## config.mk

```make
export PLATFORM = sky130hd
export DESIGN_NAME = mult_sequencer
export DESIGN_NICKNAME = d
export VERILOG_FILES = /design/src/rtl/mips_pkg.sv /design/src/rtl/mult_datapath.sv /design/src/rtl/mult_sequencer.sv
export SDC_FILE = /design/constraint.sdc
export NUM_CORES = 1
export LEC_CHECK = 0
export CAP_MARGIN = 40
export CORE_MARGIN = 4
export CORE_UTILIZATION = 40
export DETAILED_ROUTE_END_ITERATION = 10
export GPL_TIMING_DRIVEN = 0
export PLACE_DENSITY = 0.59
export SLEW_MARGIN = 0
export SYNTH_ARGS = -nofsm -noshare
export SYNTH_HDL_FRONTEND = slang
export SYNTH_HIERARCHICAL = 1
export SYNTH_SLANG_ARGS = --single-unit
```

## constraint.sdc

```tcl
create_clock -name clk -period 8.6 [get_ports clk]
set_input_delay 0.86 -clock clk [delete_from_list [all_inputs] [get_ports clk]]
set_output_delay 0.86 -clock clk [all_outputs]
set_load 0.01 [all_outputs]
```

## src/rtl/mips_pkg.sv

```systemverilog
// Shared types and helpers for the MIPS core multiply unit.
// Optional build macro used by the multiplier: MULT_EARLY_TERM_EN.
package mips_pkg;

  localparam int DEF_WIDTH = 32;
  localparam int DEF_CNT_W = 6;

  typedef enum logic [1:0] {
    MS_IDLE = 2'd0,
    MS_CALC = 2'd1,
    MS_FIX  = 2'd2
  } ms_state_e;

  // Two's-complement magnitude; the most-negative value maps to 2^(W-1).
  function automatic logic [DEF_WIDTH-1:0] abs_val(
    input logic [DEF_WIDTH-1:0] x,
    input logic                 sgn
  );
    return (sgn && x[DEF_WIDTH-1]) ? (~x + 1'b1) : x;
  endfunction

endpackage

```

## src/rtl/mult_datapath.sv

```systemverilog
// Shift-add multiplier datapath: operand latches, accumulator, HI/LO.
// MULT_EARLY_TERM_EN adds a final alignment shift for early exit.
module mult_datapath
  import mips_pkg::*;
#(
  parameter int WIDTH = DEF_WIDTH,
  parameter int CNT_W = DEF_CNT_W
) (
  input  logic             clk_i,
  input  logic             rst_ni,
  input  logic             load_i,
  input  logic             step_i,
  input  logic             fix_i,
`ifdef MULT_EARLY_TERM_EN
  input  logic             term_i,
  input  logic [CNT_W-1:0] cnt_i,
  output logic             last_o,
`endif
  input  logic             sign_i,
  input  logic [WIDTH-1:0] srca_i,
  input  logic [WIDTH-1:0] srcb_i,
  output logic [WIDTH-1:0] hi_o,
  output logic [WIDTH-1:0] lo_o
);

  logic [WIDTH-1:0]   mcand_q;
  logic [WIDTH-1:0]   mplier_q;
  logic [2*WIDTH-1:0] acc_q;
  logic               neg_q;
  logic [WIDTH-1:0]   hi_q;
  logic [WIDTH-1:0]   lo_q;

  logic [WIDTH-1:0]   addend;
  logic [WIDTH:0]     sum;
  logic [2*WIDTH-1:0] acc_step;
  logic [2*WIDTH-1:0] acc_d;
  logic [2*WIDTH-1:0] prod;

  // One shift-add iteration and the signed fix-up of the final product.
  always_comb begin
    addend   = mplier_q[0] ? mcand_q : '0;
    sum      = {1'b0, acc_q[2*WIDTH-1:WIDTH]} + {1'b0, addend};
    acc_step = {sum, acc_q[WIDTH-1:1]};
    acc_d    = acc_step;
`ifdef MULT_EARLY_TERM_EN
    if (term_i) begin
      acc_d = acc_step >> (CNT_W'(WIDTH - 1) - cnt_i);
    end
`endif
    prod = neg_q ? (~acc_q + 1'b1) : acc_q;
  end

`ifdef MULT_EARLY_TERM_EN
  assign last_o = ~|mplier_q[WIDTH-1:1];
`endif

  // Operand/accumulator registers and committed HI/LO.
  always_ff @(posedge clk_i or negedge rst_ni) begin
    if (!rst_ni) begin
      mcand_q  <= '0;
      mplier_q <= '0;
      acc_q    <= '0;
      neg_q    <= 1'b0;
      hi_q     <= '0;
      lo_q     <= '0;
    end else if (load_i) begin
      mcand_q  <= abs_val(srca_i, sign_i);
      mplier_q <= abs_val(srcb_i, sign_i);
      acc_q    <= '0;
      neg_q    <= sign_i & (srca_i[WIDTH-1] ^ srcb_i[WIDTH-1]);
    end else if (step_i) begin
      acc_q    <= acc_d;
      mplier_q <= mplier_q >> 1;
    end else if (fix_i) begin
      {hi_q, lo_q} <= prod;
    end
  end

  assign hi_o = hi_q;
  assign lo_o = lo_q;

endmodule

```

## src/rtl/mult_sequencer.sv

```systemverilog
// Iterative multiply sequencer with HI/LO reads and stall request.
// MULT_EARLY_TERM_EN enables exit once the multiplier runs out of ones.
module mult_sequencer
  import mips_pkg::*;
#(
  parameter int WIDTH = DEF_WIDTH,
  parameter int CNT_W = DEF_CNT_W
) (
  input  logic             clk,
  input  logic             rst,
  input  logic             multstartE,
  input  logic             multsignE,
  input  logic             flushE,
  input  logic [WIDTH-1:0] srcaE,
  input  logic [WIDTH-1:0] srcbE,
  input  logic             rdreqM,
  input  logic             lohiM,
  output logic [WIDTH-1:0] multoutM,
  output logic             busy,
  output logic             stallM
);

  ms_state_e        state_q, state_d;
  logic [CNT_W-1:0] cnt_q, cnt_d;

  logic             start_ok;
  logic             load;
  logic             step;
  logic             fix;
  logic [WIDTH-1:0] hi;
  logic [WIDTH-1:0] lo;
`ifdef MULT_EARLY_TERM_EN
  logic             term;
  logic             last;
`endif

  assign start_ok = multstartE & ~flushE;

  // Next state and datapath strobes; a new start always wins.
  always_comb begin
    state_d = state_q;
    cnt_d   = cnt_q;
    load    = 1'b0;
    step    = 1'b0;
    fix     = 1'b0;
`ifdef MULT_EARLY_TERM_EN
    term    = 1'b0;
`endif
    if (start_ok) begin
      load    = 1'b1;
      cnt_d   = '0;
      state_d = MS_CALC;
`ifdef MULT_EARLY_TERM_EN
      if (~|srcbE) state_d = MS_FIX;
`endif
    end else begin
      unique case (state_q)
        MS_IDLE: state_d = MS_IDLE;
        MS_CALC: begin
          step  = 1'b1;
          cnt_d = cnt_q + 1'b1;
`ifdef MULT_EARLY_TERM_EN
          if (last) begin
            term    = 1'b1;
            state_d = MS_FIX;
          end else if (cnt_q == CNT_W'(WIDTH - 1)) begin
            state_d = MS_FIX;
          end
`else
          if (cnt_q == CNT_W'(WIDTH - 1)) begin
            state_d = MS_FIX;
          end
`endif
        end
        MS_FIX: begin
          fix     = 1'b1;
          state_d = MS_IDLE;
        end
        default: state_d = MS_IDLE;
      endcase
    end
  end

  // State and iteration counter registers.
  always_ff @(posedge clk or negedge rst) begin
    if (!rst) begin
      state_q <= MS_IDLE;
      cnt_q   <= '0;
    end else begin
      state_q <= state_d;
      cnt_q   <= cnt_d;
    end
  end

  mult_datapath #(
    .WIDTH (WIDTH),
    .CNT_W (CNT_W)
  ) u_dp (
    .clk_i  (clk),
    .rst_ni (rst),
    .load_i (load),
    .step_i (step),
    .fix_i  (fix),
`ifdef MULT_EARLY_TERM_EN
    .term_i (term),
    .cnt_i  (cnt_q),
    .last_o (last),
`endif
    .sign_i (multsignE),
    .srca_i (srcaE),
    .srcb_i (srcbE),
    .hi_o   (hi),
    .lo_o   (lo)
  );

  assign busy     = (state_q != MS_IDLE);
  assign stallM   = rdreqM & busy;
  assign multoutM = lohiM ? hi : lo;

endmodule

```

==> metrics.txt <==
TNS Setup=0 ps; Multi-input gate area=7416 um^2; cell types occupying the most area after synthesis=dfrtp_1, xor2_1, mux2i_1, o21ai_0, a21oi_1; vias post-DR=around 11,000; antenna diode instance count=0; number of synthesized flops with an enable pin=0; H-tree depth=1; Cell Int Power=around 2.2 mW; Layout Skew=~8.5 ps; # setup viols final=0; Hold Crit Class=primary input to asynchronous set/reset pin; average wire per standard cell=17.52 um; Top FF cell, synth=dfrtp_1; total gr overflow=0; Worst VDD drop=0.1428 mV; DRT Pass-1 Iters=5; Max clock buf depth=3; share of layout cells above drive strength 1=7.215%; cts bufs inserted=25; CTS root buffer=clkbuf_16; nets=1,685; cts repair resizes=0; Die ar.=~35,000 um^2; Slew Limit Fails=0; part of the power in registers=36.7%; MaxCap Viol Count=0; synthesized area=12,900 um^2; dpl hpwl=26.70 mm; area leader, netlist=dfrtp_1; Clock Sinks=201; CTS tree=yes; Sw Pwr=~1.3 mW; Comb pwr share=33.9%; CP Class=flop to flop; GP Congestion=0.9272; largest net degree at the start of global routing=111; drt initial violations=about 530; Async SR Flop Fraction=100.0%; Warnings, synthesis=6; Routed Antenna Nets=0; Worst-path clk slew=about 60 ps; vias per std cell=5.449; Syn Nets=1,553; crit path DAT=4530 ps; CTS Hold Bufs=0; DRC=0; CP Max Fanout=10; Pleak=6.663 nW; most instantiated cells after synthesis=dfrtp_1, nand2_1, o21ai_0; min cycle time layout=4132 ps; Switching Share=37.08%; Mean Syn Cell Area=between 8 and 9 um^2; # Post-CTS Setup Buffers=0; post-place setup slack=approximately 4500 ps; unrepaired setup endpoints after global routing=false; P per Cell Area=225.5 nW/um^2; vias in the first global route=10,770; Clock Power Share=29.4%; Synth-to-Final Area Change=18.42%; Seq/Total Area, Yosys=38.99%; post-route clock period utilization=between 40 and 50%; Setup crit end kind=flop; count leader, synth=dfrtp_1; Die Ht=187.6 um; starting density of the core=slightly above 40%; initial antenna violation count=0; top cell type's share of synthesized area=around 39%; Final Hold Fails=0; first-pass GRT wire length=just under 60 mm; # IOs=~110; crit start category=flop; synthesized instance count=approximately 1,400; Sequential cell area=5030 um^2; status=finished, final reports clean; Worst Max-Slew Pin Slew=between 800 and 900 ps; Core Area=31,720 um^2; Worst slew margin=~42%; worst endpoint required time=about 9000 ps; port bufs=103; overall global routing resource usage=19.59%; # rows=65; fmax=242.0 MHz; final worst setup slack=4468 ps; Fillers=3,098; Seq cells post-synth=between 200 and 250; die width=187.6 um; count of cell types in the netlist=69; drt total wl=34.96 mm; Clk Latency, worst-skew pair=roughly 520 ps
[final cells by class]
| type | count | area share [%] |
|---|---|---|
| buffer | 89 | 2.269 |
| clock buffer | 36 | 4.758 |
| clock inverter | 8 | 0.4668 |
| inverter | 29 | 0.7125 |
| multi-input combinational | 1126 | 48.54 |
| sequential | 201 | 32.92 |
| tap | 402 | 3.292 |
| timing repair buffer | 105 | 7.035 |
[registers in the layout, indices dropped and copies added, names as in the netlist]
register / count
u_dp/hi_o: 32
u_dp/mcand_q: 32
state_q: 2
cnt_q: 6
u_dp/mplier_q: 32
u_dp/lo_o: 32
u_dp/acc_q: 64
u_dp/neg_q: 1
[path summary, 6_finish.rpt]
| kind | endpoint | slack [ps] | startpoint | depth (start not counted) |
|---|---|---|---|---|
| min in group clk | u_dp/lo_o[17]$_DFFE_PN0P_ | 470 | u_dp/lo_o[17]$_DFFE_PN0P_ | 2 |
| max | u_dp/acc_q[59]$_DFFE_PN0P_ | 4470 | u_dp/mplier_q[0]$_DFFE_PN0P_ | 12 |
| max in group asynchronous | u_dp/mcand_q[12]$_DFFE_PN0P_ | 7250 | rst | 2 |
| min | u_dp/lo_o[25]$_DFFE_PN0P_ | 360 | rst | 1 |
| min reg2reg | u_dp/lo_o[17]$_DFFE_PN0P_ | 470 | u_dp/lo_o[17]$_DFFE_PN0P_ | 2 |
| max reg2reg | u_dp/acc_q[59]$_DFFE_PN0P_ | 4470 | u_dp/mplier_q[0]$_DFFE_PN0P_ | 12 |
[layout by cell type, fill, tap and decap left out, types with 7 or more instances in the layout]
cell type and instances:
o31ai_1 27, or4_1 12, xor2_1 77, mux2i_1 66, inv_1 28, buf_1 8
nand2_1 141, o21ai_1 15, a21oi_1 116, clkdlybuf4s50_1 102, nor4_1 8, mux2_2 31
nand3_1 14, nor3_1 17, o41ai_1 12, o21ai_0 129, ha_1 36, xnor2_1 64
dfrtp_1 201, a21o_1 13, or3_1 24, and2_1 35, nor2b_1 14, a211oi_1 17
nor2_1 128, nand3b_1 8, clkbuf_16 25, buf_2 7, nand4_1 15, clkbuf_1 78
nand2b_1 10, a31oi_1 8
[critical path: stages (launching register included)]
cell,delay (ps)
dfrtp_1,490
clkbuf_1,310
and2_1,230
ha_1,210
inv_1,70
fa_1,400
nor2b_1,230
o2111a_1,230
o21ai_0,290
a2111oi_0,750
o21ai_0,290
and3_1,210
a311o_1,310
[power by group through the flow]
stage                     clock, mW  sequential [mW]  combinational [mW]
after floorplan                   0             1.20               0.862
after global routing           1.08             1.28                1.31
after detailed placement          0             1.28                1.16
after global placement            0             1.27                1.14
final                          1.01             1.27                1.17
after CTS                      1.04             1.26                1.17
[routing by layer]
metal | global-route usage, % | part of all wire (%) | up-vias
li1 | - | - | 5423
met1 | 28.74 | 49 | 5166
met2 | 31.81 | 45 | 239
met4 | 3.670 | 2.0 | 0
met5 | 0 | 0 | -
met3 | 2.066 | 4.0 | 48
[through the flow]
step | power (mW) | cell area, um^2 | utilization (%) | cells | hold WS [ps]
3_5_place_dp | 2.436 | 14480 | 45.65 | 1952 | 466.3
3_3_place_gp | 2.420 | 14440 | 45.51 | 1950 | 460.1
4_1_cts | 3.465 | 15280 | 48.17 | 1996 | 378.8
5_1_grt | 3.675 | 15280 | 48.17 | 1996 | 406.2
2_1_floorplan | 2.067 | 12900 | - | 1445 | 442.8
6_report | 3.446 | 15280 | 48.17 | 1996 | 355.0
[kinds of logic (layout without fill, tap and decap cells)]
family,after synthesis,after routing,synth area share [%]
mux,99,99,8.001
buf+inv,118,267,3.530
compound gates,388,388,18.27
fa+ha+maj,37,37,3.647
flops,201,201,38.99
simple gates,461,461,17.99
xor+xnor,141,141,9.572
No activity file was read; power rests on OpenSTA's default activity.
